[config.mk]
export PLATFORM = sky130hd
export DESIGN_NAME = mem_stage_ctrl
export DESIGN_NICKNAME = d
export VERILOG_FILES = /design/src/rtl/mem_stage_ctrl_pkg.sv /design/src/rtl/ll_sc_link.sv /design/src/rtl/mem_stage_ctrl.sv
export SDC_FILE = /design/constraint.sdc
export NUM_CORES = 1
export LEC_CHECK = 0
export ABC_AREA = 1
export ABC_CLOCK_PERIOD_IN_PS = 2900
export CORE_AREA = 3 3 121 123
export DETAILED_ROUTE_END_ITERATION = 10
export DIE_AREA = 0 0 124 126
export PLACE_DENSITY = 0.89
export SYNTH_ARGS = -nofsm -noshare
export SYNTH_HDL_FRONTEND = slang
export SYNTH_SLANG_ARGS = --single-unit
[constraint.sdc]
create_clock -name CLK -period 2.9 [get_ports CLK]
set_input_delay 0.29 -clock CLK [delete_from_list [all_inputs] [get_ports CLK]]
set_output_delay 0.29 -clock CLK [all_outputs]
set_load 0.005 [all_outputs]
[src/rtl/mem_stage_ctrl_pkg.sv]
`default_nettype none
// ============================================================================
// Module   : mem_stage_ctrl_pkg
// Purpose  : Shared types for the memory-stage controller.
// Revision : 1.0
// ============================================================================
package mem_stage_ctrl_pkg;

    localparam int ADDR_W = 32;
    localparam int DATA_W = 32;

    typedef enum logic [1:0] {
        IDLE   = 2'd0,
        HOLD   = 2'd1,
        HALTED = 2'd2
    } mem_state_t;

endpackage
`default_nettype wire

[src/rtl/ll_sc_link.sv]
`default_nettype none
// ============================================================================
// Module   : ll_sc_link
// Purpose  : LL/SC link register with snoop invalidation and SC hit compare.
// Revision : 1.0
// ============================================================================
module ll_sc_link
    import mem_stage_ctrl_pkg::*;
(
    input  logic              CLK,
    input  logic              RST,
    input  logic [ADDR_W-1:0] aluout_i,
    input  logic              ll_done,
    input  logic              sc_done,
    input  logic              st_done,
    input  logic              halt_clr,
    input  logic              ccinv,
    input  logic [ADDR_W-1:0] ccsnoopaddr,
    output logic              link_valid,
    output logic              link_hit
);

    // Only the word address matters, so the byte offset is never stored.
    logic              link_valid_q, link_valid_d;
    logic [ADDR_W-1:2] link_addr_q, link_addr_d;
    logic              unused_lsbs;

    assign unused_lsbs = ^{aluout_i[1:0], ccsnoopaddr[1:0]};

    always_ff @(posedge CLK or posedge RST) begin
        if (RST) begin
            link_valid_q <= 1'b0;
            link_addr_q  <= '0;
        end else begin
            link_valid_q <= link_valid_d;
            link_addr_q  <= link_addr_d;
        end
    end

    always_comb begin
        link_valid_d = link_valid_q;
        link_addr_d  = link_addr_q;
        if (ll_done) begin
            link_valid_d = 1'b1;
            link_addr_d  = aluout_i[ADDR_W-1:2];
        end else if (sc_done) begin
            link_valid_d = 1'b0;
        end else if (st_done && (link_addr_q == aluout_i[ADDR_W-1:2])) begin
            link_valid_d = 1'b0;
        end else if (ccinv && (link_addr_q == ccsnoopaddr[ADDR_W-1:2])) begin
            link_valid_d = 1'b0;
        end else if (halt_clr) begin
            link_valid_d = 1'b0;
        end
    end

    // A snoop to the SC word in the deciding cycle must already fail the SC.
    assign link_hit = link_valid_q
                    & (link_addr_q == aluout_i[ADDR_W-1:2])
                    & ~(ccinv & (ccsnoopaddr[ADDR_W-1:2] == aluout_i[ADDR_W-1:2]));
    assign link_valid = link_valid_q;

endmodule
`default_nettype wire

[src/rtl/mem_stage_ctrl.sv]
`default_nettype none
// ============================================================================
// Module   : mem_stage_ctrl
// Purpose  : MEM-stage cache request/stall control, load hold and LL/SC link.
// Revision : 1.0
// ============================================================================
module mem_stage_ctrl
    import mem_stage_ctrl_pkg::*;
#(
    parameter int STALL_CW = 16
) (
    input  logic                CLK,
    input  logic                RST,
    input  logic                dREN_i,
    input  logic                dWEN_i,
    input  logic                datomic_i,
    input  logic                halt_i,
    input  logic [ADDR_W-1:0]   aluout_i,
    input  logic [DATA_W-1:0]   rdat2_i,
    input  logic                pipe_adv,
    input  logic                dhit,
    input  logic [DATA_W-1:0]   dmemload,
    input  logic                ccinv,
    input  logic [ADDR_W-1:0]   ccsnoopaddr,
    output logic                dmemREN,
    output logic                dmemWEN,
    output logic [ADDR_W-1:0]   dmemaddr,
    output logic [DATA_W-1:0]   dmemstore,
    output logic                mem_stall,
    output logic [DATA_W-1:0]   load_data,
    output logic                halt_o,
    output logic                link_valid,
    output logic [STALL_CW-1:0] stall_cycles
);

    mem_state_t          state_q, state_d;
    logic [DATA_W-1:0]   hold_q, hold_d;
    logic [STALL_CW-1:0] stall_cycles_q, stall_cycles_d;
    logic                sc, sc_fail, mem_op, link_hit;
    logic                ll_done, sc_done, st_done, halt_clr;
    logic [DATA_W-1:0]   idle_data;

    assign sc        = datomic_i & dWEN_i;
    assign sc_fail   = sc & ~link_hit;
    assign mem_op    = dREN_i | (dWEN_i & ~sc_fail);
    assign dmemaddr  = aluout_i;
    assign dmemstore = rdat2_i;
    assign idle_data = dREN_i ? dmemload : {{(DATA_W-1){1'b0}}, sc & ~sc_fail};

    always_ff @(posedge CLK or posedge RST) begin
        if (RST) begin
            state_q        <= IDLE;
            hold_q         <= '0;
            stall_cycles_q <= '0;
        end else begin
            state_q        <= state_d;
            hold_q         <= hold_d;
            stall_cycles_q <= stall_cycles_d;
        end
    end

    always_comb begin
        state_d   = state_q;
        hold_d    = hold_q;
        dmemREN   = 1'b0;
        dmemWEN   = 1'b0;
        mem_stall = 1'b0;
        halt_o    = 1'b0;
        load_data = '0;
        ll_done   = 1'b0;
        sc_done   = 1'b0;
        st_done   = 1'b0;
        halt_clr  = 1'b0;
        case (state_q)
            IDLE: begin
                dmemREN   = dREN_i;
                dmemWEN   = dWEN_i & ~sc_fail;
                mem_stall = mem_op & ~dhit;
                load_data = idle_data;
                if (mem_op && dhit) begin
                    ll_done = dREN_i & datomic_i;
                    sc_done = sc;
                    st_done = dWEN_i & ~datomic_i;
                    // Later stages frozen: keep the result so it is not re-fetched.
                    if (!pipe_adv) begin
                        hold_d  = idle_data;
                        state_d = HOLD;
                    end
                end else if (halt_i && !mem_op) begin
                    halt_clr = 1'b1;
                    state_d  = HALTED;
                end
            end
            HOLD: begin
                load_data = hold_q;
                if (pipe_adv) begin
                    state_d = IDLE;
                end
            end
            HALTED: begin
                halt_o   = 1'b1;
                halt_clr = 1'b1;
            end
            default: state_d = IDLE;
        endcase
    end

    always_comb begin
        stall_cycles_d = stall_cycles_q;
        if (mem_stall && !(&stall_cycles_q)) begin
            stall_cycles_d = stall_cycles_q + STALL_CW'(1);
        end
    end

    assign stall_cycles = stall_cycles_q;

    ll_sc_link u_link (
        .CLK         (CLK),
        .RST         (RST),
        .aluout_i    (aluout_i),
        .ll_done     (ll_done),
        .sc_done     (sc_done),
        .st_done     (st_done),
        .halt_clr    (halt_clr),
        .ccinv       (ccinv),
        .ccsnoopaddr (ccsnoopaddr),
        .link_valid  (link_valid),
        .link_hit    (link_hit)
    );

endmodule
`default_nettype wire

# Word-level counts from Yosys, hierarchy flattened
# Index checks and enable logic that the tools add are counted.
# word_totals
regBits	81
input_bits	137
output_inout_bits	117
wordCells	69
# op_classes
n_addsub	1
n_eq_ne	8
n_mux	25
n_bitwise	18
reduce_logical	12
# ops
operator	n
$eq A30 B30 Y1	3
$pmux W32 S2	1
$mux W32	1
$mux W1	17
$add A16 B1 Y16 const B	1
$reduce_and A16 Y1	1
$and A1 B1 Y1	10
$mux W2	4
$not A1 Y1	7
$ne A3 B3 Y1 const B	2
$pmux W2 S3	1
$logic_and A1 B1 Y1	5
$reduce_bool A5 Y1	1
$reduce_and A4 Y1	1
$reduce_and A3 Y1	1
$eq A2 B1 Y1 const B	1
$eq A2 B2 Y1 const B	1
$logic_not A1 Y1	2
$logic_not A2 Y1	1
$ne A2 B2 Y1 const B	1
$pmux W1 S2	1
$or A1 B1 Y1	1

# Longest topological paths before layout
# logic_depth
word_depth	19
mapped_depth	18
ltp_nobuf	17

# Cells and area by module
# A second synthesis with hierarchy kept.
# hier_totals
cells_unflattened	911
hier_area_um2	5975.7
# modules_own_cells
mod	instances	cells_each	area_each_um2	seq_area_each_um2
mem_stage_ctrl	1	462	3364.5	1251.2
ll_sc_link	1	449	2611.3	775.7

# Worst setup path after synthesis
# Ideal clock, no wire load.
# synth_timing
path_type	reg-to-reg
start	register state_q[0]
end	register u_link.link_addr_q[30] in the netlist's numbering
setup_time_ns	0.125
arrival_time_ns	1.672
t_required_ns	2.775
slack_ns	1.103
path_stages_with_launch	8
n_path_buf	2
synth_period_minus_slack_ns	1.797
path_cell_list	dfrtp_1 -> clkbuf_1 -> nor2_2 -> inv_1 -> nor2_1 -> nand3_1 -> clkbuf_1 -> mux2_2
# synth_between
elab_chain_cells	2
# synth_lines
element	line_no	text
start, declared	mem_stage_ctrl.sv:36	mem_state_t state_q, state_d;
start signal, assigned	mem_stage_ctrl.sv:56	state_q <= state_d;
$logic_not A2 Y1	mem_stage_ctrl.sv:74	case (state_q)
$mux W1	mem_stage_ctrl.sv:74	
end signal, assigned	ll_sc_link.sv:36	link_addr_q <= link_addr_d;
end, declared	ll_sc_link.sv:25	logic [ADDR_W-1:2] link_addr_q, link_addr_d;
# Every way passes these cells.
# A chain may end at the register's enable or synchronous reset.

# Worst setup path after layout
# layout_timing
start	register state_q[1]
end	output load_data[31]
# layout_between
elab_chain_cells	2
elab_cells_between_ends	3
classes_between	eq/ne: 1; mux: 1; reduce/logical: 1
# layout_lines
element	line_no	text
$eq A2 B1 Y1 / $logic_not A2 Y1 (equally long branches)	mem_stage_ctrl.sv:74	
$pmux W32 S2 *	mem_stage_ctrl.sv:74	
end, declared	mem_stage_ctrl.sv:30	output logic [DATA_W-1:0] load_data,
# Mark *: on every way between the ends. The rest lies on a longest branch, timed or not.

==> key figures <==
GRT
  – GR Overflow Total: 0
  – Largest net degree at the start of global routing: between 60 and 70
  – Via count of the first global-routing pass: 5698
  – Initial antenna violation count: 0
  – Global routing usage summed across all routing layers: 0.214
  – First-pass GRT wire length: ~27 mm

Clocking
  – Buffer levels on the longest clock path: 2
  – Clock edge transition at the registers on the reported setup and hold paths: 70 ps
  – Number of buffers inserted during clock tree synthesis: 9
  – Clock latency reported for the late side of the worst-skew pair: 350 ps
  – Root cell of the clock tree: sky130_fd_sc_hd__clkbuf_16
  – Sinks on Clock Net: 81
  – Post-CTS setup-driven buffer insertion count: 0
  – Total of hold buffers inserted after clock tree synthesis: 0
  – CTS tree: built
  – Depth of the CTS H-tree: 3

Worst setup path
  – Crit start category: flip-flop
  – Data required, critical path: 2610 ps
  – Worst Path Class, Setup: reg2out
  – Largest fanout on the critical path: 35
  – Critical path capture point type: output pin
  – WP data arrival: 2450 ps

Timing
  – Slew @ Worst Pin: between 900 and 1000 ps
  – Endpoints failing setup: 0
  – Highest attainable clock frequency: 365 MHz
  – Number of hold violations in the final report: 0
  – Post-route minimum period: approximately 2700 ps
  – Post-Route Skew: 8.34 ps
  – Period Utilization, post-route: 0.944
  – Final Slew Violations: 0
  – Total negative setup slack: 0 ps
  – Setup repair after global routing missed its margin: true
  – Slew Limit Headroom: 0.366

Die
  – Height of the chip: around 130 um
  – Initial core utilization: 0.425
  – Chip Width: 124 um
  – Floorplan die area: 15600 um2
  – Standard-cell row count: 43
  – Core area: 13800 um2
  – I/O Pins: approximately 250

Synth
  – Cell area after synthesis: 5850 um2
  – Largest area contributor in the netlist: sky130_fd_sc_hd__dfrtp_1
  – Ys Warns: 0
  – Number of distinct library cells after synthesis: 34
  – Number of nets produced by synthesis: 989
  – Fraction of the yosys area taken by sequential cells: 0.346
  – Post-synthesis register bit count: 81
  – Syn Area/Cell: 6.87 um2
  – Top cell type's share of synthesized area: 0.346
  – Cell types occupying the most area after synthesis: sky130_fd_sc_hd__dfrtp_1, sky130_fd_sc_hd__nand2_1, sky130_fd_sc_hd__buf_4
  – Number of cells produced by synthesis: approximately 850

Drt
  – Total iterations of the first detailed-routing run: 6
  – Post-route antenna net violation count: 0
  – Vias per cell: just under 5
  – Avg WL per Cell: 13.8 um
  – Detailed-route DRC error count: 0
  – Detailed-route wire length: 16.2 mm
  – Drt first-iter violations: around 530
  – Routed via count: 5773

Layout
  – Signed area change from the synthesized netlist to the final layout: 35.8%
  – Total non-filler cell area in the finished layout: 7950 um2
  – Post-layout net count: 1128
  – Share of final-layout standard cells stronger than drive strength 1: 0.103
  – Most frequent cells in the layout: sky130_fd_sc_hd__nand2_1, sky130_fd_sc_hd__clkdlybuf4s50_1, sky130_fd_sc_hd__inv_1
  – Number of fill cells in the layout: approximately 1300
  – Diode count: 0
  – Most frequent standard cell in the layout excluding fill and tap cells: sky130_fd_sc_hd__nand2_1

Pwr
  – Clk pwr share: 0.245
  – Net switching power: 1.82 mW
  – Leakage: 3.65 nW
  – Cell-internal power: slightly above 3 mW
  – Largest vdd supply drop: 0.316 mV
  – Pwr Density: about 620 nW/um2
  – Part of the total power dissipated in sequential elements: 0.395
  – Combinational group share of total power: 0.360
  – Switching Share: 0.370

Job
  – Max-cap check violation count: 0

Placement
  – Post-detailed-placement cell area: 7630 um2
  – Number of I/O port buffers: around 180
  – Routability Congestion: 0.915
  – Dpl hpwl: 12.4 mm

Min path
  – Class of the most critical hold timing path: in2async

Outcome
  – Status: completed
## final timing paths
path                         startpoint                      to  slack, ps  cells past startpoint
max reg2reg                  state_q[1]  u_link.link_addr_q[30]        490                      6
max in group asynchronous           RST              hold_q[22]       1900                      3
min reg2reg                   hold_q[0]               hold_q[0]        480                      2
max                          state_q[1]           load_data[31]        160                      4
min in group CLK           aluout_i[26]  u_link.link_addr_q[26]        330                      3
min                                 RST  u_link.link_addr_q[25]        330                      2
## power groups by stage
| stage | Clock, mW | Combinational (mW) | Sequential (mW) |
|---|---|---|---|
| finish | 1.21 | 1.77 | 1.94 |
| global route | 1.27 | 2.02 | 2.00 |
| CTS | 1.24 | 1.78 | 1.93 |
| detailed placement | 0 | 1.77 | 1.95 |
| global placement | 0 | 1.71 | 1.92 |
| floorplan | 0 | 1.19 | 1.86 |
## synth_stat cells
cell type / instances
sky130_fd_sc_hd__xor2_1: 13
sky130_fd_sc_hd__nand2_1: 281
sky130_fd_sc_hd__nor4_1: 6
sky130_fd_sc_hd__buf_6: 6
sky130_fd_sc_hd__o2111a_1: 1
sky130_fd_sc_hd__o21ai_1: 15
sky130_fd_sc_hd__nand4_1: 10
sky130_fd_sc_hd__o31ai_1: 2
sky130_fd_sc_hd__mux2_2: 1
sky130_fd_sc_hd__o21ai_0: 75
sky130_fd_sc_hd__ha_1: 1
sky130_fd_sc_hd__buf_2: 2
sky130_fd_sc_hd__nand2_4: 1
sky130_fd_sc_hd__nand2_2: 1
sky130_fd_sc_hd__a21oi_1: 2
sky130_fd_sc_hd__nand4_4: 1
sky130_fd_sc_hd__inv_1: 85
sky130_fd_sc_hd__dfrtp_1: 81
sky130_fd_sc_hd__buf_4: 64
sky130_fd_sc_hd__a21boi_0: 1
sky130_fd_sc_hd__nand3_1: 45
sky130_fd_sc_hd__o211ai_1: 1
sky130_fd_sc_hd__nand3_2: 1
sky130_fd_sc_hd__nor2_1: 50
sky130_fd_sc_hd__inv_2: 15
sky130_fd_sc_hd__buf_1: 1
sky130_fd_sc_hd__nor2_2: 2
sky130_fd_sc_hd__clkbuf_2: 1
sky130_fd_sc_hd__nor3_1: 2
sky130_fd_sc_hd__clkinv_1: 1
sky130_fd_sc_hd__clkbuf_1: 20
sky130_fd_sc_hd__o21ai_2: 23
sky130_fd_sc_hd__o22ai_1: 11
sky130_fd_sc_hd__xnor2_1: 29
## area by class of cell
cell class | instances | area, um2 | area share
repair buffers | 222 | 2190 | 0.276
inverters | 101 | 380 | 0.0479
clock inverters | 6 | 75.1 | 0.00945
clock buffers | 10 | 239 | 0.0301
multi-input cells | 575 | 2810 | 0.353
flip-flops and latches | 81 | 2030 | 0.255
well taps | 180 | 225 | 0.0283
## kinds of logic after synthesis
kind of cell	Yosys count	share of synthesized area
XOR/XNOR	42	0.0629
adder cells (fa/ha/maj)	1	0.00214
buffers and inverters	195	0.175
AO/OA/AOI/OAI	131	0.132
AND/OR/NAND/NOR	400	0.280
multiplexers	1	0.00192
flip-flops	81	0.346
## sequential cells by signal, indices dropped and copies added, names as in the netlist
name / flops
hold_q: 32
u_link.link_valid: 1
state_q: 2
stall_cycles: 16
u_link.link_addr_q: 30
## per-layer routing
metal / global-route usage / routed length (um) / part of all wire
met1: 0.274 / 6650 / 0.41
met3: 0.0485 / 1250 / 0.077
met4: 0.0954 / 488 / 0.030
met5: 0 / 0 / 0
met2: 0.342 / 7850 / 0.48
## stage by stage
step,hold slack (ps),setup slack [ps],power [mW],std cells,utilization
finish,330,164,4.92,1175,0.577
global route,376,-3.58,5.30,1175,0.577
CTS,340,20.5,4.95,1175,0.576
detailed placement,468,-41.8,3.72,1159,0.554
global placement,463,-17.3,3.63,1159,0.554
floorplan,376,530,3.05,851,-
## critical path, cell delays in order (launching register included)
cell and delay, ps:
sky130_fd_sc_hd__dfrtp_1 410, sky130_fd_sc_hd__nor2_2 230, sky130_fd_sc_hd__inv_1 450, sky130_fd_sc_hd__o21ai_0 430, sky130_fd_sc_hd__clkdlybuf4s50_1 570
## repair_timing
item | 4_1_cts | 5_1_grt
gates cloned | 0 | 0
setup endpoints to repair | 2 | 3
gates resized for setup | 2 | 4
Note: power is estimated with default switching activity, not from simulation.
